File: src/rtl/mod_enc_subshift.sv
// Iterative AES-256 SubBytes + ShiftRows stage.
// SBOX_LANES forward S-boxes are shared over 16/SBOX_LANES SUB cycles. One SHIFT
// cycle then registers the row-rotated state and pulses done for the downstream
// mixColumns stage. Byte k = 4*col + row sits at bits [8k +: 8].
module mod_enc_subshift #(
    parameter int SBOX_LANES = 4
) (
    input  logic         clk,
    input  logic         reset,
    input  logic         start,
    input  logic [127:0] state_in,
    output logic         busy,
    output logic [127:0] state_out,
    output logic         done
);

    localparam int STEPS = 16 / SBOX_LANES;
    localparam int CW    = (STEPS > 1) ? $clog2(STEPS) : 1;
    localparam logic [CW-1:0] LAST = CW'(STEPS - 1);

    typedef enum logic [1:0] {
        IDLE,
        SUB,
        SHIFT
    } state_t;

    state_t          state;
    logic [127:0]    work;
    logic [CW-1:0]   cnt;

    // Reject lane counts that do not divide the 16 state bytes evenly.
    generate
        if (!(SBOX_LANES == 1 || SBOX_LANES == 2 || SBOX_LANES == 4 ||
              SBOX_LANES == 8 || SBOX_LANES == 16)) begin : g_illegal_lanes
            $error("mod_enc_subshift: SBOX_LANES must be 1, 2, 4, 8 or 16");
        end
    endgenerate

    // GF(2^8) multiply modulo x^8+x^4+x^3+x+1 by shift-and-add.
    // NOTE: function locals are automatic, so blocking '=' is correct here; only registered state uses '<='.
    function automatic logic [7:0] gf_mul(input logic [7:0] a, input logic [7:0] b);
        logic [7:0] p;
        logic [7:0] x;
        p = 8'h00;
        x = a;
        for (int i = 0; i < 8; i++) begin
            if (b[i]) p = p ^ x;
            x = {x[6:0], 1'b0} ^ (x[7] ? 8'h1b : 8'h00);
        end
        return p;
    endfunction

    // Forward S-box: inverse as a^254 (0 maps to 0), then the affine map with 0x63.
    function automatic logic [7:0] sbox(input logic [7:0] a);
        logic [7:0] p;
        logic [7:0] inv;
        p   = gf_mul(a, a);
        inv = p;
        for (int i = 0; i < 6; i++) begin
            p   = gf_mul(p, p);
            inv = gf_mul(inv, p);
        end
        return inv ^ {inv[6:0], inv[7]} ^ {inv[5:0], inv[7:6]} ^
               {inv[4:0], inv[7:5]} ^ {inv[3:0], inv[7:4]} ^ 8'h63;
    endfunction

    // Row r rotates left by r columns: out(r,c) = in(r,(c+r) mod 4).
    function automatic logic [127:0] shift_rows(input logic [127:0] w);
        logic [127:0] o;
        o = '0;
        for (int c = 0; c < 4; c++) begin
            for (int r = 0; r < 4; r++) begin
                o[8*(4*c+r) +: 8] = w[8*(4*((c+r)%4)+r) +: 8];
            end
        end
        return o;
    endfunction

    // Control FSM, working state and registered outputs.
    always_ff @(posedge clk) begin
        if (reset) begin
            state     <= IDLE;
            work      <= '0;
            cnt       <= '0;
            busy      <= 1'b0;
            done      <= 1'b0;
            state_out <= '0;
        end else begin
            done <= 1'b0;
            case (state)
                IDLE: begin
                    if (start) begin
                        work  <= state_in;
                        cnt   <= '0;
                        busy  <= 1'b1;
                        state <= SUB;
                    end
                end
                SUB: begin
                    for (int j = 0; j < SBOX_LANES; j++) begin
                        work[8*(int'(cnt)*SBOX_LANES+j) +: 8] <=
                            sbox(work[8*(int'(cnt)*SBOX_LANES+j) +: 8]);
                    end
                    cnt <= cnt + 1'b1;
                    if (cnt == LAST) state <= SHIFT;
                end
                SHIFT: begin
                    state_out <= shift_rows(work);
                    done      <= 1'b1;
                    busy      <= 1'b0;
                    state     <= IDLE;
                end
                default: begin
                    state <= IDLE;
                    busy  <= 1'b0;
                end
            endcase
        end
    end

endmodule

File: config.mk
export PLATFORM = sky130hd
export DESIGN_NAME = mod_enc_subshift
export DESIGN_NICKNAME = d
export VERILOG_FILES = /design/src/rtl/mod_enc_subshift.sv
export SDC_FILE = /design/constraint.sdc
export NUM_CORES = 2
export LEC_CHECK = 0
export BUFFER_PORTS_ARGS = -buffer_cell sky130_fd_sc_hd__buf_4
export CORE_ASPECT_RATIO = 0.9
export CORE_UTILIZATION = 60
export DETAILED_ROUTE_END_ITERATION = 8
export GPL_TIMING_DRIVEN = 0
export PLACE_DENSITY_LB_ADDON = 0.3
export SETUP_SLACK_MARGIN = 0.5
export SLEW_MARGIN = 20
export SYNTH_ARGS = -nofsm -noshare
export SYNTH_HDL_FRONTEND = slang
export SYNTH_SLANG_ARGS = --single-unit
export TNS_END_PERCENT = 100
File: constraint.sdc
create_clock -name clk -period 47.7 [get_ports clk]
set_clock_uncertainty 0.1 [all_clocks]
set_input_delay 14.31 -clock clk [delete_from_list [all_inputs] [get_ports clk]]
set_output_delay 14.31 -clock clk [all_outputs]
set_load 0.005 [all_outputs]
==> impl_metrics.json <==
{
  "cts_tree": "done",
  "syn-num-nets": 9250,
  "crit_top_cell": "clkbuf_1",
  "grt_pass1_wl_um": 386000,
  "grt_pass1_vias": 63342,
  "initial_core_util_pct": 60.5,
  "final_util_pct": 64.7,
  "ys_warn_count": 0,
  "cpMaxStageDelayCell": "xnor2_1",
  "clkSlewWorstSetupHoldPaths_ns": 0.07,
  "antenna_found_initial": 26,
  "cp.required_ns": 48.11,
  "syn_area_um2": 68400,
  "synth_ff_type": "dfxtp_1",
  "remaining_drc_errors": 0,
  "grt.overflow.total": 0,
  "synth_top_area_share_pct": 18.8,
  "clock_latency_ns": 0.59,
  "crit_arrival_ns": 24.96,
  "grt_max_degree": 16,
  "period_needed_ns": 24.55,
  "hold_depth": 2,
  "fp-row-count": 117,
  "syn-mean-instance-area_um2": 7.52,
  "areaGrowthSynthToFinish_pct": 7.03,
  "holdBufCountCts": 0,
  "r2r-end": "work[34]",
  "syn_inst": 9096,
  "routed_wl_um": 261000,
  "synth_area_leader_cell": "xnor2_1",
  "min_to": "state_out[101]",
  "cts_buffer_depth": 3,
  "cp-start-kind": "flop",
  "viasPerCell": 6.55,
  "end_kind": "flop",
  "finalSetupTns_ns": 0,
  "tightest_slew_ns": 1.27,
  "ys_types": 126,
  "drv_cap": 0,
  "hold_viol": 0,
  "ff2ff_setup_slack_ns": 23.15,
  "fin_crit_sh_pct": 51.5,
  "drive_gt1_share_pct": 9.44,
  "min_path_type": "reg -> reg",
  "synth.area.top_cells": "xnor2_1 19%, xnor3_1 12%, dfxtp_1 7.7%",
  "drtAntennaViolNets": 0,
  "htreeDepth": 1,
  "dieArea_um2": 115000,
  "r2r_cells": 71,
  "die_h_um": 322,
  "status": "finished clean",
  "async_flop_share_pct": 0,
  "drtIter0Drc": 10743,
  "ctsResizeCount": 0,
  "gp_congestion": 1.05,
  "rsz0062_at_grt": "no",
  "root_buffer": "clkbuf_16",
  "path_max_fanout": 10,
  "placedInstanceArea_um2": 72300,
  "r2r-start": "cnt[0]",
  "num_vias": 71505,
  "pin_count": 261,
  "max_freq_ghz": 0.0407,
  "die_w_um": 358,
  "fin_area_um2": 73200,
  "place_hpwl_um": 204000,
  "setup_viol": 0,
  "clkSinkCount": 262,
  "slew_headroom_pct": 14.6,
  "tritoncts.num_buffers": 27,
  "synth_edf_count": 0,
  "grtUsageTotal_pct": 42.7,
  "ys_seq_area_share_pct": 7.67,
  "crit_type": "reg -> reg",
  "hold_path_startpoint": "state_out[101]",
  "coreArea_um2": 113000,
  "fin_nets": 9538,
  "synth-seq-cells": 262,
  "cp_slowest_stage_delay_ns": 0.89,
  "io_buffers": 259,
  "slew_violations": 0,
  "post-cts-setup-buffers": 0,
  "first_pass_iters": 8,
  "wl_per_cell_um": 23.9
}
## cells by family after synthesis
| group | synth area share [%] |
|---|---|
| compound gates | 19.2 |
| flops | 7.67 |
| buf+inv | 4.62 |
| simple gates | 20.7 |
| xor+xnor | 42.8 |
| mux | 4.47 |
| fa+ha+maj | 0.479 |
## per-layer routing
metal	share of wire [%]	vias to the layer above	track usage [%]
li1	-	32125	-
met1	41	33820	61.2
met2	41	4863	60.7
met3	14	669	11.5
met4	4.2	28	15.2
met5	0.13	-	0.917
## cells in the final DEF, fill, tap and decap left out, drive strengths merged, types with 34 or more instances in the layout
| master | n |
|---|---|
| xnor3 | 388 |
| a31oi | 73 |
| o221ai | 42 |
| a22o | 60 |
| mux4 | 35 |
| clkbuf | 471 |
| o22ai | 119 |
| dfxtp | 262 |
| o21ai | 421 |
| a21oi | 692 |
| xor3 | 52 |
| xnor2 | 1588 |
| and2 | 60 |
| or2 | 34 |
| mux2i | 183 |
| a221oi | 48 |
| buf | 484 |
| and3 | 72 |
| a211oi | 86 |
| nand2b | 56 |
| nor3 | 221 |
| nand3 | 185 |
| nor2 | 1130 |
| xor2 | 444 |
| mux2 | 38 |
| o211ai | 72 |
| a22oi | 70 |
| nor2b | 74 |
| or3 | 39 |
| inv | 75 |
| nand2 | 1295 |
| nand4 | 34 |
## registers in the layout, indices dropped and copies added, names as in the netlist
name / flops
state_out: 128
busy: 1
state: 2
cnt: 2
work: 128
done: 1
## Yosys cell counts (all sizes together), types with 73 or more instances
cell    count
dfxtp     262
xnor3     388
a211oi     86
nand3     185
xnor2    1588
o21ai     421
a31oi      73
xor2      444
nand2    1295
nor3      221
nor2     1130
o22ai     119
mux2i     183
clkbuf    438
a21oi     692
nor2b      74
buf       225
## per-stage QoR
| stage | setup slack, ns | std cells | hold WS (ns) |
|---|---|---|---|
| 2_1_floorplan | 30.22 | 9096 | 0.342 |
| 3_5_place_dp | 24.15 | 10842 | 0.348 |
| 5_1_grt | 22.08 | 10896 | 0.370 |
| 6_report | 23.15 | 10913 | 0.357 |
| 3_3_place_gp | 24.18 | 10842 | 0.343 |
| 4_1_cts | 24.02 | 10892 | 0.357 |
## how the worst max path moves through the flow
stage / endpoint / start
6_report: work[34] / cnt[0]
4_1_cts: work[34] / cnt[0]
3_3_place_gp: work[96] / cnt[0]
2_1_floorplan: work[4] / cnt[0]
5_1_grt: work[32] / cnt[0]
3_5_place_dp: work[34] / cnt[0]
## worst max-delay path: cells and delay by family, from the launching register on
kind                     cells  cell delay [ns]
AO/OA/AOI/OAI               23             7.01
flip-flops                   1             0.40
AND/OR/NAND/NOR             15             3.75
XOR/XNOR                     8             3.96
multiplexers                 2             1.15
buffers and inverters       19             6.48
adder cells (fa/ha/maj)      4             1.57
## final cells by class
| class | count | area (um^2) |
|---|---|---|
| multi-input combinational | 8089 | 60100 |
| fill | 10267 | 39900 |
| sequential | 262 | 5250 |
| buffer | 663 | 2850 |
| timing repair buffer | 259 | 1940 |
| tap | 1487 | 1860 |
| clock buffer | 33 | 728 |
| inverter | 82 | 308 |
| clock inverter | 17 | 151 |
| antenna | 21 | 52.6 |
Power is left out: the tool's default activity adds up to more than one toggle a clock period on the data nets, which glitch-free logic cannot reach.
